File: config.mk
export PLATFORM = sky130hd
export DESIGN_NAME = lfsr_timer_prog
export DESIGN_NICKNAME = d
export VERILOG_FILES = /design/src/rtl/lfsr_timer_pkg.sv /design/src/rtl/lfsr_core.sv /design/src/rtl/lfsr_timer_prog.sv
export SDC_FILE = /design/constraint.sdc
export NUM_CORES = 1
export LEC_CHECK = 0
export ABC_AREA = 1
export BUFFER_PORTS_ARGS = -buffer_cell sky130_fd_sc_hd__buf_2
export CORE_MARGIN = 1.5
export CORE_UTILIZATION = 51
export CTS_BUF_LIST = sky130_fd_sc_hd__clkbuf_4
export DETAILED_ROUTE_END_ITERATION = 10
export PLACE_DENSITY_LB_ADDON = 0.05
export RECOVER_POWER = 50
export SYNTH_ARGS = -nofsm -noshare
export SYNTH_HDL_FRONTEND = slang
export SYNTH_SLANG_ARGS = --single-unit
File: constraint.sdc
create_clock -name clock -period 1.2 [get_ports clock]
set_input_delay 0.24 -clock clock [delete_from_list [all_inputs] [get_ports clock]]
set_output_delay 0.24 -clock clock [all_outputs]
set_load 0.005 [all_outputs]
File: src/rtl/lfsr_timer_pkg.sv
// rtl/lfsr_timer_pkg.sv - shared state type, default constants and maximal-length tap table
package lfsr_timer_pkg;

  typedef enum logic [1:0] {
    IDLE = 2'd0,
    RUN  = 2'd1,
    DONE = 2'd2
  } state_t;

  localparam logic [7:0] TAPS_DEFAULT8 = 8'b1000_1110;
  localparam logic [7:0] TERM_DEFAULT8 = 8'hE1;

  // Mask bit k feeds bit k of the register into the new bit0.
  function automatic logic [31:0] max_taps(input int width);
    case (width)
      3:       max_taps = 32'h0000_0006;
      4:       max_taps = 32'h0000_000C;
      5:       max_taps = 32'h0000_0014;
      6:       max_taps = 32'h0000_0030;
      7:       max_taps = 32'h0000_0060;
      8:       max_taps = 32'h0000_00B8;
      9:       max_taps = 32'h0000_0110;
      10:      max_taps = 32'h0000_0240;
      11:      max_taps = 32'h0000_0500;
      12:      max_taps = 32'h0000_0829;
      13:      max_taps = 32'h0000_100D;
      14:      max_taps = 32'h0000_2015;
      15:      max_taps = 32'h0000_6000;
      16:      max_taps = 32'h0000_D008;
      17:      max_taps = 32'h0001_2000;
      18:      max_taps = 32'h0002_0400;
      19:      max_taps = 32'h0004_0023;
      20:      max_taps = 32'h0009_0000;
      21:      max_taps = 32'h0014_0000;
      22:      max_taps = 32'h0030_0000;
      23:      max_taps = 32'h0042_0000;
      24:      max_taps = 32'h00E1_0000;
      25:      max_taps = 32'h0120_0000;
      26:      max_taps = 32'h0200_0023;
      27:      max_taps = 32'h0400_0013;
      28:      max_taps = 32'h0900_0000;
      29:      max_taps = 32'h1400_0000;
      30:      max_taps = 32'h2000_0029;
      31:      max_taps = 32'h4800_0000;
      32:      max_taps = 32'h8020_0003;
      default: max_taps = 32'h0000_0000;
    endcase
  endfunction

endpackage

File: src/rtl/lfsr_core.sv
// rtl/lfsr_core.sv - Fibonacci LFSR register with reload/step controls, lockup guard and terminal compare
module lfsr_core
  import lfsr_timer_pkg::*;
#(
  parameter int               WIDTH = 8,
  parameter logic [WIDTH-1:0] TAPS  = WIDTH'(TAPS_DEFAULT8),
  parameter logic [WIDTH-1:0] SEED  = {WIDTH{1'b1}}
) (
  input  logic             clock,
  input  logic             rst,
  input  logic             i_reload,
  input  logic             i_step,
  input  logic [WIDTH-1:0] i_term,
  output logic             o_match
);

  logic [WIDTH-1:0] r_lfsr;
  logic             w_fb;

  assign w_fb    = ^(r_lfsr & TAPS);
  assign o_match = (r_lfsr == i_term);

  always_ff @(posedge clock) begin
    if (!rst) begin
      r_lfsr <= SEED;
    end else if (i_reload) begin
      r_lfsr <= SEED;
    end else if (i_step) begin
      // All-zero is a dead state for an XOR LFSR; recover to SEED silently.
      if (r_lfsr == '0) r_lfsr <= SEED;
      else              r_lfsr <= {r_lfsr[WIDTH-2:0], w_fb};
    end
  end

endmodule

File: src/rtl/lfsr_timer_prog.sv
// rtl/lfsr_timer_prog.sv - programmable LFSR tick timer; LFSR_TIMER_PULSE_CNT_EN adds pulse_cnt
module lfsr_timer_prog
  import lfsr_timer_pkg::*;
#(
  parameter int               WIDTH        = 8,
  parameter logic [WIDTH-1:0] TAPS         = WIDTH'(TAPS_DEFAULT8),
  parameter logic [WIDTH-1:0] SEED         = {WIDTH{1'b1}},
  parameter logic [WIDTH-1:0] TERM_DEFAULT = WIDTH'(TERM_DEFAULT8)
) (
  input  logic             clock,
  input  logic             rst,
  input  logic             enable,
  input  logic             oneshot,
  input  logic             term_load,
  input  logic [WIDTH-1:0] term_value,
`ifdef LFSR_TIMER_PULSE_CNT_EN
  output logic [15:0]      pulse_cnt,
`endif
  output logic             pulseOut,
  output logic             done,
  output logic             running
);

  state_t           r_state;
  state_t           w_next;
  logic [WIDTH-1:0] r_term;
  logic             r_pulse;
  logic             w_match;
  logic             w_fire;
  logic             w_step;
  logic             w_reload;

  assign w_fire   = enable && !term_load && (r_state == RUN) && w_match;
  assign w_step   = enable && !term_load &&
                    ((r_state == IDLE) || ((r_state == RUN) && !w_match));
  // Every edge that does not advance the sequence parks it at SEED.
  assign w_reload = !w_step;

  lfsr_core #(
    .WIDTH (WIDTH),
    .TAPS  (TAPS),
    .SEED  (SEED)
  ) u_core (
    .clock    (clock),
    .rst      (rst),
    .i_reload (w_reload),
    .i_step   (w_step),
    .i_term   (r_term),
    .o_match  (w_match)
  );

  always_ff @(posedge clock) begin
    if (!rst) r_state <= IDLE;
    else      r_state <= w_next;
  end

  always_comb begin
    w_next = r_state;
    if (term_load) begin
      w_next = enable ? RUN : IDLE;
    end else if (!enable) begin
      w_next = IDLE;
    end else begin
      case (r_state)
        IDLE:    w_next = RUN;
        RUN:     if (w_match && oneshot) w_next = DONE;
        DONE:    w_next = DONE;
        default: w_next = IDLE;
      endcase
    end
  end

  always_comb begin
    running = 1'b0;
    done    = 1'b0;
    case (r_state)
      RUN:     running = 1'b1;
      DONE:    done    = 1'b1;
      default: ;
    endcase
  end

  assign pulseOut = r_pulse;

  always_ff @(posedge clock) begin
    if (!rst) begin
      r_term  <= TERM_DEFAULT;
      r_pulse <= 1'b0;
    end else begin
      if (term_load && (term_value != '0)) r_term <= term_value;
      r_pulse <= w_fire;
    end
  end

`ifdef LFSR_TIMER_PULSE_CNT_EN
  logic [15:0] r_pulse_cnt;

  always_ff @(posedge clock) begin
    if (!rst || term_load)                        r_pulse_cnt <= '0;
    else if (w_fire && (r_pulse_cnt != 16'hFFFF)) r_pulse_cnt <= r_pulse_cnt + 16'd1;
  end

  assign pulse_cnt = r_pulse_cnt;
`endif

endmodule
# Word level (Yosys, flattened, before mapping)
# Cells that the tools add are included.
dict set report op_classes {
  n_eq_ne 4
  muxes 7
  bitwise_logic 2
  n_reduce_logical 15
}
# operator n
set op_table {}
lappend op_table {{== test 8 bit} 1}
lappend op_table {{zero test 8 bit} 1}
lappend op_table {{nonzero test 8 bit} 1}
lappend op_table {{XOR reduction 8 bit} 1}
lappend op_table {{logical AND 1 bit} 7}
lappend op_table {{2-to-1 mux 2 bit} 3}
lappend op_table {{one-hot mux 2 bit (3 select lines)} 1}
lappend op_table {{!= test 4 x 3 -> 1 bit (second input constant)} 1}
lappend op_table {{2-to-1 mux 1 bit} 3}
lappend op_table {{OR reduction 3 bit} 1}
lappend op_table {{== test 2 x 1 -> 1 bit (second input constant)} 1}
lappend op_table {{== test 2 bit (second input constant)} 1}
lappend op_table {{zero test 1 bit} 2}
lappend op_table {{zero test 2 bit} 1}
lappend op_table {{NOT 1 bit} 2}
lappend op_table {{logical OR 1 bit} 1}
dict set report totals {
  ff_bits 19
  inputBits 13
  output_inout_bits 3
  wordCells 32
}

# Longest topological paths before layout
dict set report depth {
  word_depth 7
  depth_mapped 9
  depth_no_buf 9
}

# Modules after synthesis
# A second synthesis with hierarchy kept.
dict set report unflattened {
  cells_unflattened 164
  hier_area_um2 1086.0
}
# module n_inst cells_per_inst area_each_um2 seq_area_each_um2
set modules_own_cells {}
lappend modules_own_cells {lfsr_timer_prog 1 86 574.3 220.2}
lappend modules_own_cells {lfsr_core 1 78 511.7 160.2}

# Least setup slack after synthesis
# OpenSTA, ideal clock, no wires.
dict set report synth_path {
  path_type {register to register}
  from {register u_core.r_lfsr[2]}
  to {register u_core.r_lfsr[0]}
  setup_ps 133
  t_arrival_ps 1061
  t_required_ps 1067
  slack_ps 6
  path_stages_with_launch 6
  n_path_buf 0
  synth_period_minus_slack_ps 1194
  path_cell_list {dfxtp_1 inv_1 ha_1 xnor2_1 xor2_1 nand3_1}
}
dict set report synth_via {
  elab_chain_cells 7
  elab_cells_between_ends 9
  classes_between {1 x eq/ne; 1 x bitwise; 7 x reduce/logical}
}
# element line_no
set synth_lines {}
lappend synth_lines {{from (decl)} lfsr_core.sv:17} ;# logic [WIDTH-1:0] r_lfsr;
lappend synth_lines {{from (signal assigned)} lfsr_core.sv:31} ;# else r_lfsr <= {r_lfsr[WIDTH-2:0], w_fb};
lappend synth_lines {{== test 8 bit} lfsr_core.sv:21} ;# assign o_match = (r_lfsr == i_term);
lappend synth_lines {{zero test 1 bit} lfsr_timer_prog.sv:35} ;# ((r_state == IDLE) || ((r_state == RUN) && !w_match));
lappend synth_lines {{logical AND 1 bit} lfsr_timer_prog.sv:35}
lappend synth_lines {{logical OR 1 bit} lfsr_timer_prog.sv:35}
lappend synth_lines {{logical AND 1 bit} lfsr_timer_prog.sv:34} ;# assign w_step = enable && !term_load &&
lappend synth_lines {{NOT 1 bit (no line)} --}
lappend synth_lines {{OR reduction 3 bit (no line)} --}
# Parallel ways exist; a longest one is shown, timed or not.
# A chain may end at the register's enable or synchronous reset.

# Final worst setup path
dict set report layout_path {
  from {register r_state[0]}
  to {register r_state[1]}
}
dict set report layout_via {
  elab_chain_cells 4
  elab_cells_between_ends 7
  classes_between {3 x eq/ne; 3 x mux; 1 x reduce/logical}
}
# element line_no
set layout_lines {}
lappend layout_lines {{from (decl)} lfsr_timer_prog.sv:24} ;# state_t r_state;
lappend layout_lines {{from (signal assigned)} lfsr_timer_prog.sv:54} ;# else r_state <= w_next;
lappend layout_lines {{== test 2 bit, or another cell as far along} lfsr_timer_prog.sv:64} ;# case (r_state)
lappend layout_lines {{one-hot mux 2 bit (3 select lines)} lfsr_timer_prog.sv:64}
lappend layout_lines {{2-to-1 mux 2 bit} lfsr_timer_prog.sv:61} ;# end else if (!enable) begin
lappend layout_lines {{2-to-1 mux 2 bit} lfsr_timer_prog.sv:59} ;# if (term_load) begin
# Parallel ways exist; a longest one is shown, timed or not.

==> run_results.csv <==
group,metric,value,unit
cells_and_area,post-route-util,70.5,%
worst_setup_path,crit_type,"reg2reg",
logic_synthesis,mappedNetlistNets,145,
clock_network,cts.reportedPaths.clkPinSlew,0.10,ns
clock_network,holdBufCountCts,0,
power,p_leak,0.614,nW
worst_setup_path,worst-endpoint-required,1.42,ns
clock_network,cts_tree,"yes",
status,status,"finished, violations left",
worst_setup_path,worst-r2r-cell-count,7,
die,die_w,45.8,um
place,pre_cts_slack,-0.0550,ns
logic_synthesis,synth_warnings,0,
status,failed_checks,"negative setup slack",
logic_synthesis,postSynth.asyncResetShare,0,%
drt,routed-via-count,865,
die,die_area,2100,sq um
global_route,initial_antenna_violation_count,0,
logic_synthesis,synth_area_per_cell,7.31,sq um
power,power-per-cell-area,994,nW/um^2
drt,drt-wirelength-per-cell,11.2,um
sta,setup_slack,-0.0618,ns
logic_synthesis,leading_register_cell_type_out_of_synthesis,"sky130_fd_sc_hd__dfxtp_1",
cells_and_area,antenna_cells,0,
sta,max-slew-margin-rel,80.9,%
drt,routed_wirelength,2.01,mm
die,design.core.area,1730,sq um
logic_synthesis,synthesis.area,936,sq um
drt,post-route-drc-count,0,
drt,number_of_detailed_routing_iterations_run_before_antenna_repair,4,
sta,share_of_the_clock_period_used_by_the_worst_path_after_layout,105,%
min_path,hold_depth,3,
worst_setup_path,end_kind,"register",
logic_synthesis,synth-edff-count,0,
sta,grt_setup_unrepaired,"yes",
clock_network,clock_sink_count,19,
cells_and_area,final_net_count,172,
sta,report.final.slew_viol_count,0,
place,placement.io_buffers,15,
drt,detail_route.iter0.violations,25,
sta,final-setup-viol-count,4,
clock_network,cts_max_path_buffers,2,
sta,timing_worst_slew_pin_value,0.286,ns
die,boundaryPins,16,
die,num_rows,15,
logic_synthesis,synth_top_cells_by_area,"sky130_fd_sc_hd__dfxtp_1 41%, sky130_fd_sc_hd__nand2_1 13%, sky130_fd_sc_hd__nand3_1 7.0%",
sta,final_period_minus_worst_setup_slack,1.26,ns
place,place.detailed.hpwl,1.50,mm
die,initial_utilization,54.2,%
sta,hold_viol_final,0,
global_route,grt_max_degree,11,
logic_synthesis,synth_top_area_share,40.6,%
logic_synthesis,yosysTopAreaCell,"sky130_fd_sc_hd__dfxtp_1",
worst_setup_path,arrival,1.48,ns
sta,skew,0.000874,ns
sta,max_freq,793,MHz
worst_setup_path,critPathLaunchType,"register",
clock_network,cts_made_buffers,3,
global_route,grt_pass1_wl,3.28,mm
logic_synthesis,synthTopCellsByCount,"33 x sky130_fd_sc_hd__nand2_1, 19 x sky130_fd_sc_hd__dfxtp_1, 14 x sky130_fd_sc_hd__inv_1, 14 x sky130_fd_sc_hd__nor2_1, 13 x sky130_fd_sc_hd__nand3_1",
cells_and_area,fraction_of_layout_cells_with_a_size_suffix_above_1,34.4,%
clock_network,ctsHtreeMaxLevel,1,
drt,route.detailed.vias_per_inst,4.83,
place,routabilityCongestion,0.864,
die,die_y,45.8,um
logic_synthesis,yosysSeqAreaShare,40.6,%
min_path,hold_removal_path_class,"in2reg",
worst_setup_path,critical_path.max_fanout,2,
clock_network,clock_insertion_delay_worst_skew,0.29,ns
logic_synthesis,synth-seq-cells,19,
cells_and_area,areaGrowthSynthToFinish,30.1,%
drt,postRouteAntennaNets,0,
power,peakVddDrop,0.000642,V
logic_synthesis,syn_inst,128,
logic_synthesis,synthDistinctLibCells,20,
global_route,global_route.usage.total,22.1,%
global_route,globalRouteOverflowTotal,0,
logic_synthesis,yosys.cell_count.top_type,"sky130_fd_sc_hd__nand2_1",
global_route,first_global_vias,780,
clock_network,cts_root_buffer,"sky130_fd_sc_hd__clkbuf_4",
job,maxCapViolations,0,
-- flip-flops by register name, indices dropped and copies added, names as in the netlist --
name and count:
pulseOut 1, r_term 8, u_core.r_lfsr 8, r_state 2
-- placed cells by master (no fill, tap or decap), drive strengths merged --
cell type,count
o21bai,4
nand3b,1
ha,4
xor2,1
buf,21
nor3,1
inv,19
nand2,37
nor2,17
xnor2,4
a21oi,2
nand4,1
dfxtp,19
nand3,14
nor4,3
clkbuf,6
-- report_power, final --
group | switching, mW | total [mW] | leakage, nW | internal, mW
Sequential | 0.0252 | 0.680 | 0.156 | 0.654
Combinational | 0.101 | 0.188 | 0.440 | 0.0866
Clock | 0.191 | 0.343 | 0.0184 | 0.152
Total | 0.317 | 1.21 | 0.614 | 0.893
-- stage by stage --
step                instance area (sq um)  instances  power [mW]  hold WS [ns]   TNS, ns
detailed placement                   1070        172       0.852         0.466    -0.159
global placement                     1070        172       0.847         0.457  -0.00599
global route                         1220        179        1.27         0.176     -1.08
CTS                                  1170        178        1.21         0.159   -0.0615
floorplan                             936        128       0.794         0.353         0
finish                               1220        179        1.21         0.161    -0.137
-- area by class of cell --
type                       count  area, sq um
clock buffer                   4         30.0
fill                         148          509
inverter                      19         73.8
multi-input combinational     89          541
sequential                    19          389
tap                           25         31.3
timing repair buffer          23          153
-- what timing repair did --
item,4_1_cts,5_1_grt
pin swaps,6,6
setup buffers,2,1
gates resized for setup,16,9
setup endpoints to repair,12,13
-- per-layer routing --
layer / global-route usage (%) / up-vias / share of wire, %
met1: 29.7 / 387 / 45
met2: 35.2 / 27 / 48
li1: - / 449 / -
met5: 0 / - / 0
met4: 8.57 / 0 / 0.65
met3: 3.57 / 2 / 6.8
-- path summary, 6_finish.rpt --
kind,start,to,slack [ns]
worst min register to register,u_core.r_lfsr[4],u_core.r_lfsr[5],0.48
worst min-delay path,term_value[6],r_term[6],0.16
worst max register to register,r_state[0],r_state[1],-0.06
worst max-delay path,r_state[0],r_state[1],-0.06
-- kinds of logic (layout without fill, tap and decap cells) --
kind of cell,count (synthesis),count (layout),synth area share [%]
simple gates,74,74,36.6
buf+inv,20,46,8.42
flops,19,19,40.6
compound gates,6,6,4.28
xor+xnor,5,5,4.68
fa+ha+maj,4,4,5.35
-- critical path, cell delays in order (launching register included) --
cell                      delay [ns]
sky130_fd_sc_hd__dfxtp_2        0.38
sky130_fd_sc_hd__inv_2          0.06
sky130_fd_sc_hd__buf_4          0.14
sky130_fd_sc_hd__ha_1           0.28
sky130_fd_sc_hd__nand2_1        0.05
sky130_fd_sc_hd__nor2_1         0.12
sky130_fd_sc_hd__a21oi_2        0.05
sky130_fd_sc_hd__nor2_1         0.12
(Power assumes the default switching activity.)
